===== src/rtl/bch_syndrome_calc_if.sv =====
`default_nettype none
// ============================================================================
//  Module      : bch_syndrome_calc_if
//  Description : Bit-serial codeword input and syndrome output bundle for the
//                GF(2^13) BCH syndrome generator.
//  Revision    : 1.0 - initial release
// ============================================================================
interface bch_syndrome_calc_if #(
    parameter int T = 4
) ();
    localparam int C_IDX_W = $clog2(2 * T) + 1;

    // Codeword input side
    logic               din;
    logic               in_valid;
    logic               in_first;
    logic               in_ready;

    // Syndrome output side
    logic [12:0]        synd_out;
    logic [C_IDX_W-1:0] synd_idx;
    logic               synd_valid;
    logic               synd_start;
    logic               synd_last;
    logic               err_free;

    // Source of codeword bits and sink of syndromes
    modport master (
        output din, in_valid, in_first,
        input  in_ready, synd_out, synd_idx, synd_valid,
        input  synd_start, synd_last, err_free
    );

    // The syndrome generator itself
    modport slave (
        input  din, in_valid, in_first,
        output in_ready, synd_out, synd_idx, synd_valid,
        output synd_start, synd_last, err_free
    );
endinterface
`default_nettype wire


===== src/rtl/bch_syndrome_calc.sv =====
`default_nettype none
// ============================================================================
//  Module      : bch_syndrome_calc
//  Description : Serial Horner-style syndrome generator for a GF(2^13) BCH
//                decoder. Accepts one codeword bit per accepted cycle (highest
//                degree first), then streams S_1..S_2T one per cycle.
//  Revision    : 1.0 - initial release
// ============================================================================
module bch_syndrome_calc #(
    parameter int          N         = 8191,
    parameter int          T         = 4,
    parameter logic [13:0] PRIM_POLY = 14'h201B
) (
    input  logic                 clk,
    input  logic                 reset,
    bch_syndrome_calc_if.slave   bus
);

    localparam int C_SW     = 13;
    localparam int C_NS     = 2 * T;
    localparam int C_IDX_W  = $clog2(C_NS) + 1;
    localparam int C_DCNT_W = (C_NS > 1) ? $clog2(C_NS) : 1;

    localparam logic [12:0]         C_N_LAST = 13'(N);
    localparam logic [C_DCNT_W-1:0] C_D_LAST = C_DCNT_W'(C_NS - 1);

    localparam logic [1:0] C_IDLE  = 2'd0;
    localparam logic [1:0] C_ACCUM = 2'd1;
    localparam logic [1:0] C_DUMP  = 2'd2;

    // ------------------------------------------------------------------------
    // Constant-multiplier construction.
    // Column k of the matrix for alpha^j is alpha^(k+j) reduced by PRIM_POLY,
    // so multiplying x by alpha^j is the XOR of the columns selected by the
    // set bits of x. Everything here folds to constants at elaboration.
    // ------------------------------------------------------------------------
    function automatic logic [C_SW*C_SW-1:0] alpha_pow_matrix(input int j);
        logic [13:0]           col;
        logic [C_SW*C_SW-1:0]  m;
        m = '0;
        for (int k = 0; k < C_SW; k++) begin
            col = 14'(1) << k;
            for (int s = 0; s < j; s++) begin
                col = col << 1;
                if (col[13]) begin
                    col = col ^ PRIM_POLY;
                end
            end
            m[k*C_SW +: C_SW] = col[C_SW-1:0];
        end
        return m;
    endfunction

    function automatic logic [C_SW-1:0] mat_mul(
        input logic [C_SW*C_SW-1:0] m,
        input logic [C_SW-1:0]      x
    );
        logic [C_SW-1:0] p;
        p = '0;
        for (int k = 0; k < C_SW; k++) begin
            if (x[k]) begin
                p = p ^ m[k*C_SW +: C_SW];
            end
        end
        return p;
    endfunction

    // ------------------------------------------------------------------------
    // State
    // ------------------------------------------------------------------------
    logic [1:0]                  state_q, state_d;
    logic [12:0]                 cnt_q, cnt_d;
    logic [C_DCNT_W-1:0]         dcnt_q, dcnt_d;
    logic [C_NS-1:0][C_SW-1:0]   synd_q, synd_d;

    logic [C_SW-1:0]             out_q, out_d;
    logic [C_IDX_W-1:0]          idx_q, idx_d;
    logic                        valid_q, valid_d;
    logic                        start_q, start_d;
    logic                        last_q, last_d;
    logic                        ef_q, ef_d;

    logic [C_NS-1:0][C_SW-1:0]   w_mul;
    logic [C_SW-1:0]             w_din_ext;
    logic                        w_ready;
    logic                        w_accept;
    logic                        w_all_zero;

    // One constant alpha^j multiplier per syndrome accumulator (j = g+1)
    generate
        for (genvar g = 0; g < C_NS; g++) begin : g_mul
            localparam logic [C_SW*C_SW-1:0] C_MAT = alpha_pow_matrix(g + 1);
            assign w_mul[g] = mat_mul(C_MAT, synd_q[g]);
        end
    endgenerate

    assign w_din_ext = {{(C_SW-1){1'b0}}, bus.din};
    assign w_ready   = (state_q != C_DUMP);
    assign w_accept  = bus.in_valid && w_ready;

    // Error-free flag source: every accumulator is zero
    always_comb begin
        w_all_zero = 1'b1;
        for (int g = 0; g < C_NS; g++) begin
            if (synd_q[g] != '0) begin
                w_all_zero = 1'b0;
            end
        end
    end

    // Next-state logic: frame capture, Horner accumulation and syndrome dump
    always_comb begin
        state_d = state_q;
        cnt_d   = cnt_q;
        dcnt_d  = dcnt_q;
        synd_d  = synd_q;
        out_d   = out_q;
        idx_d   = idx_q;
        valid_d = 1'b0;
        start_d = 1'b0;
        last_d  = 1'b0;
        ef_d    = ef_q;

        case (state_q)
            C_IDLE: begin
                // Only a frame start is of interest; stray bits are dropped
                if (w_accept && bus.in_first) begin
                    for (int g = 0; g < C_NS; g++) begin
                        synd_d[g] = w_din_ext;
                    end
                    cnt_d   = 13'd1;
                    state_d = C_ACCUM;
                end
            end

            C_ACCUM: begin
                if (w_accept) begin
                    if (bus.in_first) begin
                        // A new frame start throws away the partial frame
                        for (int g = 0; g < C_NS; g++) begin
                            synd_d[g] = w_din_ext;
                        end
                        cnt_d = 13'd1;
                    end else begin
                        for (int g = 0; g < C_NS; g++) begin
                            synd_d[g] = w_mul[g] ^ w_din_ext;
                        end
                        cnt_d = cnt_q + 13'd1;
                        if (cnt_d == C_N_LAST) begin
                            dcnt_d  = '0;
                            state_d = C_DUMP;
                        end
                    end
                end
            end

            C_DUMP: begin
                // Accumulators are frozen here; present one syndrome per cycle
                valid_d = 1'b1;
                out_d   = synd_q[dcnt_q];
                idx_d   = C_IDX_W'(dcnt_q) + C_IDX_W'(1);
                start_d = (dcnt_q == '0);
                if (dcnt_q == C_D_LAST) begin
                    last_d  = 1'b1;
                    ef_d    = w_all_zero;
                    state_d = C_IDLE;
                end else begin
                    dcnt_d = dcnt_q + C_DCNT_W'(1);
                end
            end

            default: begin
                state_d = C_IDLE;
            end
        endcase
    end

    // State and registered-output update with asynchronous active-low clear
    always_ff @(posedge clk or negedge reset) begin
        if (!reset) begin
            state_q <= C_IDLE;
            cnt_q   <= '0;
            dcnt_q  <= '0;
            synd_q  <= '0;
            out_q   <= '0;
            idx_q   <= '0;
            valid_q <= 1'b0;
            start_q <= 1'b0;
            last_q  <= 1'b0;
            ef_q    <= 1'b0;
        end else begin
            state_q <= state_d;
            cnt_q   <= cnt_d;
            dcnt_q  <= dcnt_d;
            synd_q  <= synd_d;
            out_q   <= out_d;
            idx_q   <= idx_d;
            valid_q <= valid_d;
            start_q <= start_d;
            last_q  <= last_d;
            ef_q    <= ef_d;
        end
    end

    // in_ready is gated by reset so that every output reads 0 while it is held
    assign bus.in_ready   = reset && w_ready;
    assign bus.synd_out   = out_q;
    assign bus.synd_idx   = idx_q;
    assign bus.synd_valid = valid_q;
    assign bus.synd_start = start_q;
    assign bus.synd_last  = last_q;
    assign bus.err_free   = ef_q;

endmodule
`default_nettype wire


===== src/flat_wrapper.sv =====
// flat-port wrapper written by rule: the top's interface ports become plain ports
module bch_syndrome_calc_flat 
#(
    parameter int          N         = 8191,
    parameter int          T         = 4,
    parameter logic [13:0] PRIM_POLY = 14'h201B
)
  (clk, reset, bus_din, bus_in_valid, bus_in_first, bus_in_ready, bus_synd_out, bus_synd_idx, bus_synd_valid, bus_synd_start, bus_synd_last, bus_err_free);
  bch_syndrome_calc_if #(.T(T)) bus_i ();
  input  logic clk;
  input  logic reset;
  input wire logic [$bits(bus_i.din)-1:0] bus_din;
  input wire logic [$bits(bus_i.in_valid)-1:0] bus_in_valid;
  input wire logic [$bits(bus_i.in_first)-1:0] bus_in_first;
  output wire logic [$bits(bus_i.in_ready)-1:0] bus_in_ready;
  output wire logic [$bits(bus_i.synd_out)-1:0] bus_synd_out;
  output wire logic [$bits(bus_i.synd_idx)-1:0] bus_synd_idx;
  output wire logic [$bits(bus_i.synd_valid)-1:0] bus_synd_valid;
  output wire logic [$bits(bus_i.synd_start)-1:0] bus_synd_start;
  output wire logic [$bits(bus_i.synd_last)-1:0] bus_synd_last;
  output wire logic [$bits(bus_i.err_free)-1:0] bus_err_free;
  assign bus_i.din = bus_din;
  assign bus_i.in_valid = bus_in_valid;
  assign bus_i.in_first = bus_in_first;
  assign bus_in_ready = bus_i.in_ready;
  assign bus_synd_out = bus_i.synd_out;
  assign bus_synd_idx = bus_i.synd_idx;
  assign bus_synd_valid = bus_i.synd_valid;
  assign bus_synd_start = bus_i.synd_start;
  assign bus_synd_last = bus_i.synd_last;
  assign bus_err_free = bus_i.err_free;
  bch_syndrome_calc #(.N(N), .T(T), .PRIM_POLY(PRIM_POLY)) u_core (.clk(clk), .reset(reset), .bus(bus_i));
endmodule

===== config.mk =====
export PLATFORM = sky130hd
export DESIGN_NAME = bch_syndrome_calc_flat
export DESIGN_NICKNAME = d
export VERILOG_FILES = /design/src/rtl/bch_syndrome_calc_if.sv /design/src/rtl/bch_syndrome_calc.sv /design/src/flat_wrapper.sv
export SDC_FILE = /design/constraint.sdc
export NUM_CORES = 1
export LEC_CHECK = 0
export BUFFER_PORTS_ARGS = -buffer_cell sky130_fd_sc_hd__buf_4
export CAP_MARGIN = 10
export CORE_MARGIN = 3
export CORE_UTILIZATION = 55
export CTS_BUF_LIST = sky130_fd_sc_hd__clkbuf_4 sky130_fd_sc_hd__clkbuf_8
export CTS_CLUSTER_DIAMETER = 50
export DETAILED_ROUTE_END_ITERATION = 10
export PLACE_DENSITY_LB_ADDON = 0.08
export SLEW_MARGIN = 20
export SYNTH_ARGS = -nofsm -noshare
export SYNTH_HDL_FRONTEND = slang
export SYNTH_SLANG_ARGS = --single-unit

===== constraint.sdc =====
create_clock -name clk -period 1.65 [get_ports clk]
set_input_delay 0 -clock clk [delete_from_list [all_inputs] [get_ports clk]]
set_output_delay 0 -clock clk [all_outputs]
set_load 0.05 [all_outputs]

## Word-level counts from Yosys, hierarchy flattened

Cells that the tools add are included.

| storage, ports and cells | value |
|---|---|
| flip-flop bits (word level) | 143 |
| input port bits | 5 |
| output and inout port bits | 22 |
| logic and storage cells | 292 |

| cells by class | value |
|---|---|
| $add $sub $neg | 3 |
| order comparisons | 1 |
| equal/unequal tests | 11 |
| mux-type cells | 137 |
| bitwise gates (word level) | 104 |
| reduce and logical (&&, ||, !) cells | 19 |

Operators by type and width:

| operator | count |
|---|---|
| $mux 104 | 3 |
| $pmux 104 s2 | 1 |
| $mux 13 | 12 |
| $not 4->4 | 36 |
| $mux 10 | 11 |
| $mux 11 | 10 |
| $mux 12 | 9 |
| $mux 9 | 12 |
| $reduce_bool 13->1 | 8 |
| $xor 13x1->13 | 8 |
| $mux 8 | 12 |
| $mux 7 | 12 |
| $mux 6 | 12 |
| $mux 5 | 12 |
| $not 1->1 const A | 60 |
| $bmux 13 s3 | 1 |
| $pmux 13 s2 | 1 |
| $mux 3 | 6 |
| $add 13x1->13 const B | 1 |
| $eq 13x13->1 const B | 1 |
| $mux 1 | 12 |
| $mux 2 | 6 |
| $mux 4 | 3 |
| $reduce_and 5->1 | 2 |
| other kinds (16) | 24 |

## Longest topological paths before layout

Gate-level depths: netlist (run 1).

| depth | value |
|---|---|
| word-level depth | 25 |
| mapped depth | 7 |
| depth with buffers taken out | 7 |

## Worst setup path before layout (run 1)

Ideal clock, no wire load.

| path | value |
|---|---|
| path kind | register to register |
| start | register u_core.cnt_q[0] |
| end | register u_core.dcnt_q[1] |
| library setup time | 0.132 ns |
| data arrival time | 1.657 ns |
| data required time | 1.518 ns |
| slack | -0.139 ns |
| stages on the path, launching flop included | 7 |
| buffers on the path | 0 |
| clock period less this slack | 1.789 ns |
| cell sequence | dfrtp_1 > ha_1 > and3_1 > a21oi_1 > o22ai_2 > a2111oi_4 > o31ai_1 |

| between the ends | value |
|---|---|
| longest elaborated chain between the ends | 4 |

Ends and longest elaborated chain:

| element | line | RTL |
|---|---|---|
| start: declaration | bch_syndrome_calc.sv:72 | `logic [12:0] cnt_q, cnt_d;` |
| start signal: assignment | bch_syndrome_calc.sv:193 | `cnt_q <= cnt_d;` |
| $add 13x1->13 | bch_syndrome_calc.sv:148 | `cnt_d = cnt_q + 13'd1;` |
| $eq 13x13->1 | bch_syndrome_calc.sv:149 | `if (cnt_d == C_N_LAST) begin` |
| $ne 2x1->1 (no line) | -- |  |
| $reduce_and 5->1 (no line) | -- |  |
| end signal: assignment | bch_syndrome_calc.sv:194 | `dcnt_q <= dcnt_d;` |
| end: declaration | bch_syndrome_calc.sv:73 | `logic [C_DCNT_W-1:0] dcnt_q, dcnt_d;` |

No other way between the ends.
A chain may end at the register's enable or synchronous reset.

## Worst setup path after layout (run 1)

| path | value |
|---|---|
| start | register u_core.cnt_q[1] |
| end | register u_core.dcnt_q[2] |

The elaborated chain is that of the path after synthesis.

==> results of run 1 <==
## cell usage after synthesis (13+ instances only)
library cell,count
sky130_fd_sc_hd__a22o_1,52
sky130_fd_sc_hd__buf_2,21
sky130_fd_sc_hd__clkbuf_1,24
sky130_fd_sc_hd__dfrtp_1,143
sky130_fd_sc_hd__ha_1,13
sky130_fd_sc_hd__inv_1,23
sky130_fd_sc_hd__mux2i_1,13
sky130_fd_sc_hd__mux4_2,26
sky130_fd_sc_hd__nand2_1,102
sky130_fd_sc_hd__nor4_1,22
sky130_fd_sc_hd__o21ai_0,71
sky130_fd_sc_hd__o21ai_1,18
sky130_fd_sc_hd__xnor2_1,51
sky130_fd_sc_hd__xor2_1,37
## metal layers
layer | global-route usage | vias to the layer above | part of all wire
met2 | 0.423 | 203 | 0.47
met1 | 0.383 | 2803 | 0.44
met5 | 0 | - | 0
met4 | 0.106 | 0 | 0.029
li1 | - | 2561 | -
met3 | 0.0641 | 41 | 0.062
## kinds of logic after synthesis
family / share of synthesized area
simple gates: 0.109
buf+inv: 0.0407
flops: 0.485
xor+xnor: 0.104
mux: 0.0985
compound gates: 0.140
fa+ha+maj: 0.0220
## area by class of cell
type / instances / area share
multi-input cells: 466 / 0.403
flip-flops and latches: 143 / 0.401
repair buffers: 104 / 0.113
clock buffers: 26 / 0.0386
well taps: 172 / 0.0241
clock inverters: 4 / 0.0109
inverters: 23 / 0.00965
## power by group through the flow
| stage | clock (W) | sequential (W) | combinational, W |
|---|---|---|---|
| after floorplan | 0 | 0.00439 | 0.00185 |
| after global placement | 0 | 0.00455 | 0.00267 |
| after detailed placement | 0 | 0.00457 | 0.00275 |
| after CTS | 0.00310 | 0.00450 | 0.00281 |
| after global routing | 0.00326 | 0.00457 | 0.00316 |
| final | 0.00306 | 0.00453 | 0.00287 |
## per-stage QoR
stage / TNS [ns] / area (um^2) / instances / setup WS (ns)
after floorplan: 0 / 7390 / 680 / 0.0192
after global placement: -0.0333 / 8180 / 891 / -0.0184
after detailed placement: -0.402 / 8180 / 891 / -0.107
after CTS: -0.416 / 8740 / 930 / -0.0963
after global routing: -1.27 / 8950 / 938 / -0.188
final: -0.273 / 8950 / 938 / -0.0921
## worst max-delay path, delay by kind of cell (launching register included)
family	cells	cell delay, ns
AO/OA/AOI/OAI	2	0.58
buffers and inverters	2	0.23
flip-flops	1	0.42
AND/OR/NAND/NOR	3	0.38
## worst max path at each step
stage / start / to
floorplan: u_core.cnt_q[1]$_DFFE_PN0P_ / u_core.dcnt_q[1]$_DFFE_PN0P_
global placement: u_core.cnt_q[0]$_DFFE_PN0P_ / u_core.dcnt_q[1]$_DFFE_PN0P_
detailed placement: u_core.cnt_q[1]$_DFFE_PN0P_ / u_core.dcnt_q[2]$_DFFE_PN0P_
CTS: u_core.cnt_q[0]$_DFFE_PN0P_ / u_core.dcnt_q[2]$_DFFE_PN0P_
global route: u_core.cnt_q[1]$_DFFE_PN0P_ / u_core.dcnt_q[2]$_DFFE_PN0P_
finish: u_core.cnt_q[1]$_DFFE_PN0P_ / u_core.dcnt_q[2]$_DFFE_PN0P_
## state kept, by name (all words and copies together), names as in the netlist
signal / cells
u_core.synd_q: 104
u_core.dcnt_q: 3
u_core.cnt_q: 13
u_core.state_q: 2
u_core.bus.synd_valid: 1
u_core.bus.err_free: 1
u_core.bus.synd_idx: 4
u_core.bus.synd_start: 1
u_core.bus.synd_last: 1
u_core.bus.synd_out: 13
## timing repair
item	4_1_cts	5_1_grt
cloned	0	3
hold buffers	4	0
pin swaps	8	10
hold endpoints to repair	153	0
setup endpoints to repair	8	54
gates resized for setup	11	36
setup buffers	5	5
==> results.rst, run 1 <==
.. list-table::
   :header-rows: 1

   * - Metric
     - Value
   * - Synth top area cells
     - sky130_fd_sc_hd__dfrtp_1 49%, sky130_fd_sc_hd__mux4_2 7.9%, sky130_fd_sc_hd__a22o_1 6.2%
   * - Largest net degree at the start of global routing
     - 81
   * - Slowest stage cell, crit path
     - sky130_fd_sc_hd__a2111oi_4
   * - Smallest setup slack after layout
     - -0.0921 ns
   * - Register area
     - 0.00358 mm^2
   * - Power density cells
     - 1170 mW/mm^2
   * - Number of global-route vias before repair
     - 5457
   * - Cell occurring most often along the worst timing path
     - sky130_fd_sc_hd__buf_6
   * - Clock tree from TritonCTS
     - yes
   * - Violations in the final reports
     - negative setup slack
   * - Num CTS Buffers
     - 17
   * - I/O Pins
     - 27
   * - Leakage power figure
     - a little over 4 nW
   * - Fill cell total of the finished layout
     - 990
   * - Sequential power share
     - 0.433
   * - CTS sink count
     - between 100 and 150
   * - Cell-by-cell trace of the critical path
     - buf_6, buf_6, nand3_4, nor2_4, nand3b_1, a2111oi_4, o21ai_1
   * - Count of max-cap constraint violations
     - 0
   * - Int Power
     - 0.00720 W
   * - Unrepaired setup endpoints after global routing
     - true
   * - Number of inserted diodes
     - 0
   * - Outcome
     - finished with violations
   * - Power share of the combinational group
     - 0.275
   * - Power, Total
     - 0.0105 W
   * - Worst-margin pin slew
     - 0.424 ns
   * - Routed Antenna Nets
     - 0
   * - Wire length of the first global-routing pass
     - roughly 31000 um
   * - Netlist area before placement
     - approximately 0.0074 mm^2
   * - Net count after synthesis
     - roughly 700
   * - Count of port buffers added during placement
     - 26
   * - Reg2Reg Launch Point
     - u_core.cnt_q[1]$_DFFE_PN0P_
   * - Most used flip-flop cell after synthesis
     - sky130_fd_sc_hd__dfrtp_1
   * - Yosys top cell area share
     - 0.485
   * - Sw Ratio
     - 0.311
   * - Die outline height
     - 122 um
   * - Flop2flop setup slack
     - -0.09 ns
   * - Clock transition at the register clock pins on the worst setup and hold paths after CTS
     - approximately 0.07 ns
   * - Seq/Total Area, Yosys
     - 0.485
   * - Post-synth EDFFs
     - 0
   * - Worst-skew pair later-pin latency
     - between 0.4 and 0.5 ns
   * - Shortest period the worst path allows
     - around 1.7 ns
   * - Clock power frac
     - 0.292
   * - Number of antenna violations at the first check in global routing
     - 0
   * - Depth of the most critical reg-to-reg path
     - 7
   * - Async set or reset register ratio after synthesis
     - 1.00
   * - Data arrival time of the critical path
     - approximately 2.1 ns
   * - Leading cell type in the layout, fill and taps excluded
     - sky130_fd_sc_hd__dfrtp_1
   * - Cell taking the most area after synthesis
     - sky130_fd_sc_hd__dfrtp_1
   * - Die area
     - 0.0148 mm^2
   * - Kind of start point of the critical path
     - register
   * - Post-DR vias/cell
     - 5.98
   * - Endpoint of the most critical register-to-register path
     - u_core.dcnt_q[2]$_DFFE_PN0P_
   * - Final slew viol count
     - 0
   * - Most frequent cells in the layout
     - 139 x sky130_fd_sc_hd__dfrtp_1, 100 x sky130_fd_sc_hd__nand2_1, 79 x sky130_fd_sc_hd__buf_4
   * - Average detailed-routed wire length per instance
     - 21.1 um
   * - Sum of routed wire length over all layers
     - 19800 um
   * - Critical Path Max Stage Delay
     - 0.44 ns
   * - Layout overhead on the synthesized area
     - 21.3%
   * - Final hold vios
     - 0
   * - Number of standard cells after synthesis
     - 680
   * - Number of endpoints failing setup at the final stage
     - 8
   * - Category of the worst setup path capture point
     - register
   * - Smallest hold slack
     - 0.0242 ns
   * - Critical path required time
     - ~2.0 ns
   * - Standard cell core area
     - 0.0129 mm^2
   * - Number of H-tree levels
     - 4
   * - Maximum clock frequency
     - about 570 MHz
   * - DRC violations left
     - 0
   * - Peak supply drop
     - 0.000977 V
   * - Layout cell share with drive strength beyond 1
     - 0.243
   * - Core occupancy in the finished layout
     - 0.695
   * - Number of rows created at floorplan
     - 41
   * - Die X-Extent
     - roughly 120 um
   * - Synth warnings
     - 0
   * - CTS max path bufs
     - 2
   * - Clock skew
     - 0.00995 ns
   * - RePlAce Congestion
     - between 0.9 and 1
   * - Total GRT Usage
     - 0.275
   * - Crit Path Max Fanout
     - 4
   * - Final #Nets
     - about 770
   * - Normalized max-slew margin
     - 0.715
   * - Type of the tightest min-delay check
     - input port to asynchronous set/reset pin
   * - Post-synthesis cell type count
     - 45
   * - Remaining global-route overflow
     - 0
   * - HPWL reported at the end of detailed placement
     - 13600 um
   * - Area of the multi-input gates
     - 0.00361 mm^2
   * - Starting density of the core
     - 0.573
   * - Portion of the clock cycle consumed by the worst path in the final layout
     - 1.06
   * - Number of violations reported at the end of detailed-routing iteration 0
     - 440
   * - Clock Root Buffer
     - sky130_fd_sc_hd__clkbuf_8
   * - Syn_area_per_cell
     - 10.8 um^2
   * - 1st-pass router iterations
     - 5
   * - Number of register bits inferred by synthesis
     - 143
   * - Net Switching
     - 0.00326 W
   * - Via Count
     - 5608
   * - Critical path type
     - register to register
(Power assumes the default switching activity.)
==> run 2: changes to the inputs <==
- CORE_MARGIN: 3 -> not set
- CTS_CLUSTER_SIZE: not set -> 24
==> results.rst, run 2 (synthesis gave the netlist of run 1 again) <==
.. list-table::
   :header-rows: 1

   * - Metric
     - Value
   * - Outcome
     - finished with violations
   * - Violations in the final reports
     - negative setup slack
   * - Starting density of the core
     - 0.575
   * - Critical Path Max Stage Delay
     - 0.43 ns
   * - Leading cell type in the layout, fill and taps excluded
     - sky130_fd_sc_hd__dfrtp_1
   * - Final hold vios
     - 0
   * - Portion of the clock cycle consumed by the worst path in the final layout
     - 1.04
   * - Power, Total
     - 0.0105 W
   * - Number of H-tree levels
     - 4
   * - Worst-skew pair later-pin latency
     - 0.46 ns
   * - Worst-margin pin slew
     - roughly 0.51 ns
   * - Int Power
     - 0.00715 W
   * - Number of antenna violations at the first check in global routing
     - 0
   * - Clock tree from TritonCTS
     - yes
   * - Max reg flops
     - 104
   * - Origin of the worst setup path
     - u_core.cnt_q[1]$_DFFE_PN0P_
   * - Sequential power share
     - 0.431
   * - Cell-by-cell trace of the critical path
     - ha_4, nand4_4, nor3b_2, o22ai_2, a2111oi_4, o31ai_1
   * - Sum of routed wire length over all layers
     - ~20000 um
   * - Die area
     - around 0.014 mm^2
   * - Reg2Reg Launch Point
     - u_core.cnt_q[1]$_DFFE_PN0P_
   * - Final #Nets
     - 771
   * - Number of endpoints failing setup at the final stage
     - 4
   * - Sw Ratio
     - 0.320
   * - Register bank with the most flops
     - u_core.synd_q
   * - Remaining global-route overflow
     - 0
   * - Post-Place Worst Slack
     - -0.0959 ns
   * - Total GRT Usage
     - 0.303
   * - Critical path type
     - register to register
   * - Layout cell share with drive strength beyond 1
     - 0.238
   * - Clock Root Buffer
     - sky130_fd_sc_hd__clkbuf_8
   * - I/O Pins
     - 27
   * - Via Count
     - 5652
   * - Number of rows created at floorplan
     - 41
   * - Net Switching
     - approximately 0.0034 W
   * - Number of violations reported at the end of detailed-routing iteration 0
     - 494
   * - Crit Path Max Fanout
     - 6
   * - Post-DR vias/cell
     - 6.03
   * - Clock power frac
     - 0.299
   * - Layout overhead on the synthesized area
     - 19.7%
   * - Register area
     - 0.00358 mm^2
   * - Area of the multi-input gates
     - 0.00357 mm^2
   * - Num CTS Buffers
     - 17
   * - Average detailed-routed wire length per instance
     - 20.9 um
   * - Count of port buffers added during placement
     - 26
   * - RePlAce Congestion
     - 0.939
   * - Standard cell core area
     - 0.0128 mm^2
   * - Die outline height
     - approximately 120 um
   * - Largest net degree at the start of global routing
     - 86
   * - Routed Antenna Nets
     - 0
   * - Kind of start point of the critical path
     - register
   * - Clock transition at the register clock pins on the worst setup and hold paths after CTS
     - 0.08 ns
   * - Power share of the combinational group
     - 0.271
   * - 1st-pass router iterations
     - 5
   * - Final slew viol count
     - 0
   * - Most frequent cells in the layout
     - 139 x sky130_fd_sc_hd__dfrtp_1, 101 x sky130_fd_sc_hd__nand2_1, 83 x sky130_fd_sc_hd__buf_4
   * - Slowest stage cell, crit path
     - sky130_fd_sc_hd__dfrtp_1
   * - Clock skew
     - around 0.012 ns
   * - Category of the worst setup path capture point
     - register
   * - Normalized max-slew margin
     - 0.657
   * - Critical path required time
     - 1.98 ns
   * - Die X-Extent
     - 118 um
   * - Number of global-route vias before repair
     - ~5600
   * - Number of inserted diodes
     - 0
   * - Wire length of the first global-routing pass
     - 31700 um
   * - Fill cell total of the finished layout
     - 981
   * - Unrepaired setup endpoints after global routing
     - true
   * - HPWL reported at the end of detailed placement
     - between 10000 and 15000 um
   * - DRC violations left
     - 0
   * - CTS max path bufs
     - 2
   * - Count of max-cap constraint violations
     - 0
   * - Smallest setup slack after layout
     - -0.0732 ns
   * - Shortest period the worst path allows
     - 1.72 ns
   * - Power density cells
     - 1190 mW/mm^2
   * - Peak supply drop
     - 0.000822 V
   * - CTS sink count
     - approximately 140
   * - Type of the tightest min-delay check
     - input port to asynchronous set/reset pin
   * - Leakage power figure
     - approximately 4.1 nW
   * - Data arrival time of the critical path
     - between 2 and 2.5 ns
   * - Maximum clock frequency
     - about 580 MHz
## run 2: changes by cell type in the layout (fill, tap and decap cells not counted), moves of 4 or more
| cell | previous run | this run |
|---|---|---|
| sky130_fd_sc_hd__o21ai_0 | 58 | 70 |
| sky130_fd_sc_hd__clkbuf_8 | 24 | 19 |
| sky130_fd_sc_hd__buf_4 | 79 | 83 |
| sky130_fd_sc_hd__o21ai_1 | 31 | 19 |
## run 2: stage by stage
step	hold slack [ns]	util	area [um^2]	cells	TNS (ns)
finish	0.124	0.689	8830	938	-0.161
global route	0.172	0.689	8830	938	-1.07
CTS	0.161	0.685	8780	936	-0.216
detailed placement	-0.124	0.640	8210	895	-0.539
global placement	-0.129	0.640	8210	895	-0.131
floorplan	-0.296	-	7390	680	0
## run 2: path summary, 6_finish.rpt
| path | slack (ns) | cells after the start | endpoint |
|---|---|---|---|
| hold / removal | 0.12 | 3 | u_core.synd_q[34]$_DFFE_PN0P_ |
| hold reg to reg | 0.48 | 2 | u_core.bus.synd_idx[2]$_DFFE_PN0P_ |
| setup reg to reg | -0.07 | 6 | u_core.dcnt_q[1]$_DFFE_PN0P_ |
| max in group asynchronous | 1.09 | 3 | u_core.cnt_q[0]$_DFFE_PN0P_ |
| min in group clk | 0.34 | 3 | u_core.state_q[0]$_DFFE_PN0P_ |
| setup / recovery | -0.07 | 6 | u_core.dcnt_q[1]$_DFFE_PN0P_ |
## run 2: repair_timing
action	4_1_cts	5_1_grt
endpoints found under the setup margin	16	32
hold endpoints to repair	153	0
gates cloned	1	0
setup buffers	3	2
resized for setup	7	10
pin swaps	1	2
hold buffers	5	0
## run 2: layout make-up
class	instances	share of cell area
clock buffer	22	0.0322
clock inverter	10	0.0181
inverter	23	0.00977
multi-input combinational	466	0.404
sequential	143	0.406
tap	172	0.0244
timing repair buffer	102	0.106
## run 2: per-layer routing
metal,up-vias,part of all wire,GRT usage,wire (um)
li1,2557,-,-,-
met1,2812,0.41,0.416,8120
met2,237,0.47,0.456,9200
met3,46,0.082,0.0736,1610
met4,0,0.036,0.139,703
met5,-,0,0,0
## run 2: worst max-delay path: cells and delay by family (launching register included)
| family | cells | cell delay (ns) |
|---|---|---|
| AOI/OAI and AO/OA | 3 | 0.64 |
| adders and majority gates | 1 | 0.20 |
| and+or+nand+nor | 2 | 0.33 |
| DFF | 1 | 0.43 |
## run 2: power groups by stage
stage	Sequential (W)	Clock, W	Combinational (W)
6_report	0.00452	0.00314	0.00284
5_1_grt	0.00456	0.00333	0.00313
4_1_cts	0.00449	0.00316	0.00282
3_5_place_dp	0.00455	0	0.00277
3_3_place_gp	0.00453	0	0.00270
2_1_floorplan	0.00439	0	0.00185
==> run 3: changes to the inputs <==
- PLACE_DENSITY: not set -> 0.75
- PLACE_DENSITY_LB_ADDON: 0.08 -> not set
==> results.rst, run 3 (synthesis gave the netlist of run 1 again) <==
.. list-table::
   :header-rows: 1

   * - Metric
     - Value
   * - Outcome
     - finished with violations
   * - Violations in the final reports
     - negative setup slack
   * - Smallest setup slack after layout
     - -0.132 ns
   * - Normalized max-slew margin
     - 0.630
   * - Data arrival time of the critical path
     - 2.12 ns
   * - Number of inserted diodes
     - 0
   * - Category of the worst setup path capture point
     - register
   * - Number of rows created at floorplan
     - ~40
   * - Post-detailed-placement cell area
     - 0.00819 mm^2
   * - Register bank with the most flops
     - u_core.synd_q
   * - Clock transition at the register clock pins on the worst setup and hold paths after CTS
     - 0.08 ns
   * - Crit Path Max Fanout
     - 4
   * - Unrepaired setup endpoints after global routing
     - true
   * - Sw Ratio
     - 0.340
   * - Remaining global-route overflow
     - 0
   * - Setup TNS after final layout
     - -0.379 ns
   * - Number of global-route vias before repair
     - 5718
   * - Most frequent cells in the layout
     - 140 x sky130_fd_sc_hd__dfrtp_1, 101 x sky130_fd_sc_hd__nand2_1, 85 x sky130_fd_sc_hd__buf_4
   * - Cell family with the largest share of critical-path delay
     - compound AO/OA/AOI/OAI gates
   * - Die X-Extent
     - 118 um
   * - Sequential power share
     - 0.442
   * - Routed Antenna Nets
     - 0
   * - Peak supply drop
     - 0.000964 V
   * - Final slew viol count
     - 0
   * - Clock tree from TritonCTS
     - yes
   * - Die area
     - about 0.014 mm^2
   * - Power density cells
     - 1160 mW/mm^2
   * - DRC violations left
     - 0
   * - Leakage power figure
     - 4.06 nW
   * - Slowest stage cell, crit path
     - sky130_fd_sc_hd__dfrtp_2
   * - Cell-by-cell trace of the critical path
     - ha_4, and3_4, a21oi_2, o22ai_2, a2111oi_4, o31ai_1
   * - Power share of the combinational group
     - 0.295
   * - Portion of the clock cycle consumed by the worst path in the final layout
     - 1.08
   * - Standard cell core area
     - 0.0128 mm^2
   * - Maximum clock frequency
     - 561 MHz
   * - Average detailed-routed wire length per instance
     - 21.3 um
   * - Core occupancy in the finished layout
     - 0.691
   * - Final #Nets
     - 776
   * - CTS max path bufs
     - 2
   * - Clock Root Buffer
     - sky130_fd_sc_hd__clkbuf_8
   * - Starting density of the core
     - 0.575
   * - Critical Path Max Stage Delay
     - 0.44 ns
   * - Shortest period the worst path allows
     - about 1.8 ns
   * - 1st-pass router iterations
     - 5
   * - Leading cell type in the layout, fill and taps excluded
     - sky130_fd_sc_hd__dfrtp_1
   * - Die outline height
     - ~120 um
   * - Wire length of the first global-routing pass
     - 32100 um
   * - Net Switching
     - about 0.0035 W
   * - Number of endpoints failing setup at the final stage
     - 6
   * - Max reg flops
     - 104
   * - Clock skew
     - approximately 0.013 ns
   * - Num CTS Buffers
     - 17
   * - Largest net degree at the start of global routing
     - 63
   * - HPWL reported at the end of detailed placement
     - 14100 um
   * - RePlAce Congestion
     - 0.954
   * - Count of port buffers added during placement
     - 26
   * - Critical path required time
     - 1.98 ns
   * - CP Buf/Inv Count
     - 0
   * - Number of violations reported at the end of detailed-routing iteration 0
     - 640
   * - Total GRT Usage
     - 0.305
   * - Sum of routed wire length over all layers
     - 20100 um
   * - I/O Pins
     - 27
   * - Worst-margin pin slew
     - 0.553 ns
   * - Post-DR vias/cell
     - 6.12
   * - Number of H-tree levels
     - 4
   * - Count of max-cap constraint violations
     - 0
   * - Critical path type
     - register to register
   * - Layout overhead on the synthesized area
     - 20.1%
   * - Area of all placed cells without fillers
     - 0.00886 mm^2
   * - Kind of start point of the critical path
     - register
   * - Via Count
     - a little under 6000
   * - Final hold vios
     - 0
   * - Clock power frac
     - 0.263
   * - Layout cell share with drive strength beyond 1
     - 0.250
   * - CTS sink count
     - 143
   * - Int Power
     - between 0.006 and 0.007 W
   * - Worst-skew pair later-pin latency
     - roughly 0.46 ns
   * - Number of antenna violations at the first check in global routing
     - 0
   * - Type of the tightest min-delay check
     - input port to asynchronous set/reset pin
[run 3: cell count changes in the layout (fill, tap and decap cells not counted), sizes merged, moves of 2 or more]
cell / before / now
clkinvlp: 4 / 6
bufinv: 4 / 1
buf: 97 / 100
clkinv: 2 / 4
dlygate4sd3: 4 / 6
[run 3: metal layers]
layer | GRT usage | share of wire | vias up
met1 | 0.426 | 0.42 | 2827
met4 | 0.106 | 0.030 | 0
li1 | - | - | 2571
met5 | 0 | 0 | -
met2 | 0.459 | 0.46 | 323
met3 | 0.0848 | 0.092 | 48
[run 3: through the flow]
| stage | setup WS, ns | power (W) | instances | hold WS (ns) |
|---|---|---|---|---|
| after floorplan | 0.0192 | 0.00624 | 680 | -0.296 |
| after global placement | -0.00523 | 0.00729 | 895 | -0.0734 |
| after detailed placement | -0.111 | 0.00740 | 895 | -0.0698 |
| after CTS | -0.0805 | 0.0101 | 936 | 0.122 |
| after global routing | -0.229 | 0.0107 | 943 | 0.146 |
| final | -0.132 | 0.0102 | 943 | 0.136 |
[run 3: final timing paths]
| kind | from | endpoint | slack [ns] | depth (start not counted) |
|---|---|---|---|---|
| worst max-delay path | u_core.cnt_q[0]$_DFFE_PN0P_ | u_core.dcnt_q[1]$_DFFE_PN0P_ | -0.13 | 6 |
| worst max register to register | u_core.cnt_q[0]$_DFFE_PN0P_ | u_core.dcnt_q[1]$_DFFE_PN0P_ | -0.13 | 6 |
| max in group asynchronous | reset | u_core.cnt_q[0]$_DFFE_PN0P_ | 0.54 | 3 |
| min in group clk | bus_in_valid | u_core.state_q[0]$_DFFE_PN0P_ | 0.36 | 3 |
| worst min register to register | u_core.bus.synd_idx[0]$_DFFE_PN0P_ | u_core.bus.synd_idx[0]$_DFFE_PN0P_ | 0.49 | 2 |
| worst min-delay path | reset | u_core.dcnt_q[0]$_DFFE_PN0P_ | 0.14 | 3 |
[run 3: power by group through the flow]
stage	clock network (W)	registers [W]	logic [W]
after floorplan	0	0.00439	0.00185
after global placement	0	0.00453	0.00276
after detailed placement	0	0.00455	0.00285
after CTS	0.00273	0.00449	0.00293
after global routing	0.00286	0.00455	0.00330
final	0.00269	0.00453	0.00302
[run 3: final cells by class]
cell class	count	area, um^2
Multi-Input combinational cell	466	3610
Fill cell	947	3970
Clock buffer	20	275
Timing Repair Buffer	107	977
Inverter	23	86.3
Tap cell	172	215
Clock inverter	12	111
Sequential cell	143	3580
[run 3: worst min-delay path, cell delays in order]
cell and delay [ns]:
sky130_fd_sc_hd__dlygate4sd3_1 0.54, sky130_fd_sc_hd__buf_6 0.17, sky130_fd_sc_hd__buf_12 0.25
[run 3: timing repair]
item | CTS | global route
pin swaps | 4 | 10
hold buffers | 7 | 0
gates cloned | 0 | 1
endpoints found under the hold margin | 153 | 0
setup endpoints to repair | 7 | 61
gates resized for setup | 13 | 21
setup buffers | 2 | 6
